$ cat src/rtl/counter_ctrl.sv
// counter_ctrl: start/pause/clear controlled up-counter with a one-cycle terminal pulse.
// Optional build macro: COUNTER_CTRL_AUTO_RELOAD_EN
//   undefined (default): terminal count moves to DONE and holds cnt at the target.
//   defined:             terminal count wraps cnt to 0, pulses done and stays in RUN.
module counter_ctrl #(
  parameter int unsigned CNT_W = 7
) (
  input  logic             clk,
  input  logic             rst_n,
  input  logic             start,
  input  logic             pause,
  input  logic             clear,
  input  logic [CNT_W-1:0] target,
  output logic [CNT_W-1:0] cnt,
  output logic             busy,
  output logic             done,
  output logic [1:0]       state
);

  typedef enum logic [1:0] {
    ST_IDLE  = 2'd0,
    ST_RUN   = 2'd1,
    ST_PAUSE = 2'd2,
    ST_DONE  = 2'd3
  } state_t;

  state_t           r_state;
  logic [CNT_W-1:0] r_cnt;
  logic [CNT_W-1:0] r_target;
  logic             r_busy;
  logic             r_done;

  state_t           w_state_nxt;
  logic [CNT_W-1:0] w_cnt_nxt;
  logic [CNT_W-1:0] w_target_nxt;
  logic             w_busy_nxt;
  logic             w_done_nxt;
  logic             w_start_ok;
  logic             w_at_target;

  assign w_start_ok  = start && ((r_state == ST_IDLE) || (r_state == ST_DONE));
  assign w_at_target = (r_cnt == r_target);

  // State, count, latched target and registered status outputs.
  always_ff @(posedge clk) begin
    if (!rst_n) begin
      r_state  <= ST_IDLE;
      r_cnt    <= '0;
      r_target <= '0;
      r_busy   <= 1'b0;
      r_done   <= 1'b0;
    end else begin
      r_state  <= w_state_nxt;
      r_cnt    <= w_cnt_nxt;
      r_target <= w_target_nxt;
      r_busy   <= w_busy_nxt;
      r_done   <= w_done_nxt;
    end
  end

  // Next-state and datapath: clear > start > pause > terminal check > increment.
  always_comb begin
    w_state_nxt  = r_state;
    w_cnt_nxt    = r_cnt;
    w_target_nxt = r_target;
    w_done_nxt   = 1'b0;

    if (clear) begin
      w_state_nxt = ST_IDLE;
      w_cnt_nxt   = '0;
    end else if (w_start_ok) begin
      w_state_nxt  = ST_RUN;
      w_cnt_nxt    = '0;
      w_target_nxt = target;
    end else begin
      case (r_state)
        ST_RUN: begin
          if (pause) begin
            w_state_nxt = ST_PAUSE;
          end else if (w_at_target) begin
            w_done_nxt = 1'b1;
`ifdef COUNTER_CTRL_AUTO_RELOAD_EN
            w_cnt_nxt  = '0;
`else
            w_state_nxt = ST_DONE;
`endif
          end else begin
            // cnt < target_q here, so the CNT_W-bit add never wraps.
            w_cnt_nxt = r_cnt + CNT_W'(1);
          end
        end
        ST_PAUSE: begin
          // Resume without counting on this edge.
          if (!pause) begin
            w_state_nxt = ST_RUN;
          end
        end
        default: begin
          // IDLE and DONE hold until start or clear.
        end
      endcase
    end

    w_busy_nxt = (w_state_nxt == ST_RUN) || (w_state_nxt == ST_PAUSE);
  end

  assign cnt   = r_cnt;
  assign busy  = r_busy;
  assign done  = r_done;
  assign state = r_state;

endmodule

$ cat config.mk
export PLATFORM = sky130hd
export DESIGN_NAME = counter_ctrl
export DESIGN_NICKNAME = d
export VERILOG_FILES = /design/src/rtl/counter_ctrl.sv
export SDC_FILE = /design/constraint.sdc
export NUM_CORES = 1
export LEC_CHECK = 0
export ABC_AREA = 1
export ABC_CLOCK_PERIOD_IN_PS = 2000
export CAP_MARGIN = 15
export CORE_MARGIN = 2
export CORE_UTILIZATION = 40
export DETAILED_ROUTE_END_ITERATION = 12
export PLACE_DENSITY_LB_ADDON = 0.3
export REMOVE_ABC_BUFFERS = 1
export SYNTH_ARGS = -nofsm -noshare
export SYNTH_HDL_FRONTEND = slang
export SYNTH_SLANG_ARGS = --single-unit
$ cat constraint.sdc
create_clock -name clk -period 2 [get_ports clk]
set_input_delay 0.6 -clock clk [delete_from_list [all_inputs] [get_ports clk]]
set_output_delay 0.6 -clock clk [all_outputs]
set_load 0.02 [all_outputs]
==> results_dict.tcl <==
set metrics [dict create \
    final.setup.tns_ns 0 \
    worstReg2RegStart "state[0]$_SDFF_PN0_" \
    post_layout_nonfiller_instances 204 \
    tritoncts_num_sinks 18 \
    fill_cells 237 \
    power.sequential.fraction_pct 51.7 \
    timing.critical_path.arrival_ns 1.34 \
    detailed_place_hpwl_mm 1.623 \
    die_w_um 53.68 \
    seq_area_frac_synth_pct 36.50 \
    min_delay_worst_type "reg -> reg" \
    clkPwrFrac_pct 32.0 \
    comb_power_share_pct 16.3 \
    critical_path.n_buffers_inverters 1 \
    hold_path.startpoint "r_target[5]$_SDFFE_PN0P_" \
    p_int_uw 536.8 \
    wl_per_cell_um 10.54 \
    cts_inserted_buffers 3 \
    rows 18 \
    run_status "completed" \
    grt_pass1_vias 817 \
    cts_tree "done" \
    routed_via_density 4.799 \
    place.gp.congestion 0.8497 \
    via_count 979 \
    root_buffer "sky130_fd_sc_hd__clkbuf_4" \
    achievable-frequency_ghz 0.5165 \
    finalCriticalPeriod_ns 1.936 \
    insertion_delay_ns 0.30 \
    cp_cell_sequence "clkdlybuf4s50_1" \
    timing.rr.end "busy$_SDFF_PN0_" \
    path_class "reg -> out" \
    initial_core_util_pct 40.97 \
    post-route-drc-count 0 \
    ys.warnings.count 0 \
    pin_count 23 \
    crit_required_ns 1.40 \
    syn_avg_cell_area_um2 6.625 \
    overflow 0 \
    worst_vdd_drop_v 0.0004538 \
    final.period_utilization_pct 96.81 \
    endpoint_kind "primary output" \
    footprint_of_the_multi_input_gates_um2 498.0 \
    synth_cell_type_count 23 \
    power.switching_fraction_pct 26.61 \
    layout.area.seq_um2 360.3 \
    htree_depth 1 \
    number_of_buffer_cells_added_on_primary_ports 22 \
    fin_util_pct 53.37 \
    postSynthCellCount 149 \
    finalHoldViolations 0 \
    worst_hold_path.endpoint "r_target[5]$_SDFFE_PN0P_" \
    final_layout_size_suffix_gt1_share_pct 6.897 \
    routed_wirelength_mm 2.151 \
    antennaDiodeCount 0 \
    drv.max_cap_violation_count 0 \
    max_slew.worst_pin.slew_ns 0.3918 \
    grt_antenna_before_repair 0 \
    top_family_by_delay_on_critical_path "buffers and inverters" \
    timing.clock.skew_ns 0.009041 \
    p_switching_uw 194.6 \
    synth_seq_cells 18 \
    grt_max_degree 15 \
    layout.cells.most_common_list "sky130_fd_sc_hd__nand2_1 (41), sky130_fd_sc_hd__inv_1 (26), sky130_fd_sc_hd__dfxtp_1 (18), sky130_fd_sc_hd__a21oi_1 (17), sky130_fd_sc_hd__clkdlybuf4s50_1 (15)" \
    global_route_wire_length_before_repair_mm 3.387 \
    power.leakage_uw 0.0006577 \
    nature_of_the_critical_path_startpoint "register" \
    grt_setup_unrepaired "no" \
    critical-path-max-stage-delay_ns 0.63 \
    firstDrtPassIters 4 \
    grt_use_total_pct 16.39 \
    design.die.area_mm2 0.002882 \
    ant_nets 0 \
    worst-r2r-cell-count 9 \
    cts.reportedPaths.clkPinSlew_ns 0.12 \
    syn_area_um2 987.2 \
    r2r_slack_ns 0.35 \
    final-max-slew-violation-count 0 \
    area_growth_syn_to_layout_pct 30.29 \
    path_max_fanout 4 \
    worst_slew_margin_rel_pct 73.85 \
    clk_path_buf_depth 2 \
    dp_cells 200 \
    commonest_non_fill_non_tap_cell_in_the_layout "sky130_fd_sc_hd__nand2_1" \
    design.final.nets 190 \
    finalSetupViolCount 0 \
    core_area_mm2 0.002410 \
    die_height_um 53.68 \
    drt_first_iter_violations 12 \
    pwr_density_cell_mw_per_mm2 568.6 \
    holdPathStages 2 \
    timing.critical_path.slowest_stage_cell "sky130_fd_sc_hd__clkdlybuf4s50_1" \
]
==> final cells by class <==
type / count / area share [%]
clock buffer: 4 / 2.821
inverter: 29 / 8.463
multi-input combinational: 99 / 38.72
sequential: 18 / 28.02
tap: 30 / 2.918
timing repair buffer: 24 / 19.07
==> power groups by stage <==
stage                     registers, µW  clock network [µW]  logic (µW)
after floorplan                     389                   0        67.8
after global placement              386                   0         116
after detailed placement            386                   0         120
after CTS                           378                 243         120
after global routing                380                 258         135
final                               378                 234         119
==> logic make-up (layout without fill, tap and decap cells) <==
logic type / Yosys count / count (layout) / share of synthesized area, %
xor+xnor: 3 / 3 / 2.662
flops: 18 / 18 / 36.50
buf+inv: 32 / 57 / 13.05
simple gates: 61 / 61 / 27.00
compound gates: 32 / 32 / 16.98
fa+ha+maj: 3 / 3 / 3.803
==> synthesized netlist by cell type <==
| cell type | number | area, µm² |
|---|---|---|
| sky130_fd_sc_hd__inv_1 | 26 | 97.59 |
| sky130_fd_sc_hd__buf_6 | 1 | 11.26 |
| sky130_fd_sc_hd__o21ai_1 | 3 | 15.01 |
| sky130_fd_sc_hd__ha_1 | 3 | 37.54 |
| sky130_fd_sc_hd__inv_2 | 3 | 11.26 |
| sky130_fd_sc_hd__or2_4 | 1 | 8.760 |
| sky130_fd_sc_hd__nor3b_2 | 1 | 12.51 |
| sky130_fd_sc_hd__clkbuf_1 | 1 | 3.750 |
| sky130_fd_sc_hd__xor2_1 | 3 | 26.28 |
| sky130_fd_sc_hd__o21bai_1 | 1 | 7.510 |
| sky130_fd_sc_hd__nand2_4 | 1 | 11.26 |
| sky130_fd_sc_hd__o31ai_1 | 1 | 7.510 |
| sky130_fd_sc_hd__buf_2 | 1 | 5.000 |
| sky130_fd_sc_hd__nor4_1 | 2 | 12.51 |
| sky130_fd_sc_hd__dfxtp_1 | 18 | 360.4 |
| sky130_fd_sc_hd__nor2_1 | 7 | 26.28 |
| sky130_fd_sc_hd__nand4_1 | 1 | 6.260 |
| sky130_fd_sc_hd__a21oi_1 | 17 | 85.08 |
| sky130_fd_sc_hd__o21ai_0 | 9 | 45.04 |
| sky130_fd_sc_hd__nor3_1 | 1 | 5.000 |
| sky130_fd_sc_hd__nand3_1 | 6 | 30.03 |
| sky130_fd_sc_hd__a21boi_0 | 1 | 7.510 |
| sky130_fd_sc_hd__nand2_1 | 41 | 153.9 |
==> metrics by stage <==
step           total power (µW)  instance area, µm²  hold slack [ns]  setup slack (ns)
2_1_floorplan             456.4               967.2           0.4431            0.3735
3_3_place_gp              501.7                1240           0.4526           0.06998
3_5_place_dp              506.0                1240           0.4631           0.05223
4_1_cts                   741.3                1274           0.4795           0.01628
5_1_grt                   773.0                1286           0.5039          0.009888
6_report                  731.4                1286           0.4761           0.06378
==> registers in the layout, indices dropped and copies added (netlist names) <==
register,count
state,2
cnt,7
r_target,7
busy,1
done,1
==> metal layers <==
metal  GRT usage, %  share of wire (%)  vias up
met4          3.846               0.46        0
met3          5.000                5.3        2
met5              0                  0        -
met1          20.95                 47      433
met2          26.83                 47       22
li1               -                  -      522
==> what timing repair did <==
action	4_1_cts	5_1_grt
setup endpoints to repair	2	5
hold buffers	0	0
setup buffers	0	0
gates resized for setup	2	5
endpoints found under the hold margin	0	0
==> how the worst max path moves through the flow <==
stage                   startpoint               to  cells after the start
2_1_floorplan  state[0]$_SDFF_PN0_  busy$_SDFF_PN0_                      9
3_3_place_gp                 pause  busy$_SDFF_PN0_                      9
3_5_place_dp                 pause  busy$_SDFF_PN0_                      9
4_1_cts        cnt[2]$_SDFFE_PP0P_           cnt[2]                      1
5_1_grt        cnt[5]$_SDFFE_PP0P_           cnt[5]                      1
6_report       cnt[5]$_SDFFE_PP0P_           cnt[5]                      1
No activity file was read; power rests on OpenSTA's default activity.
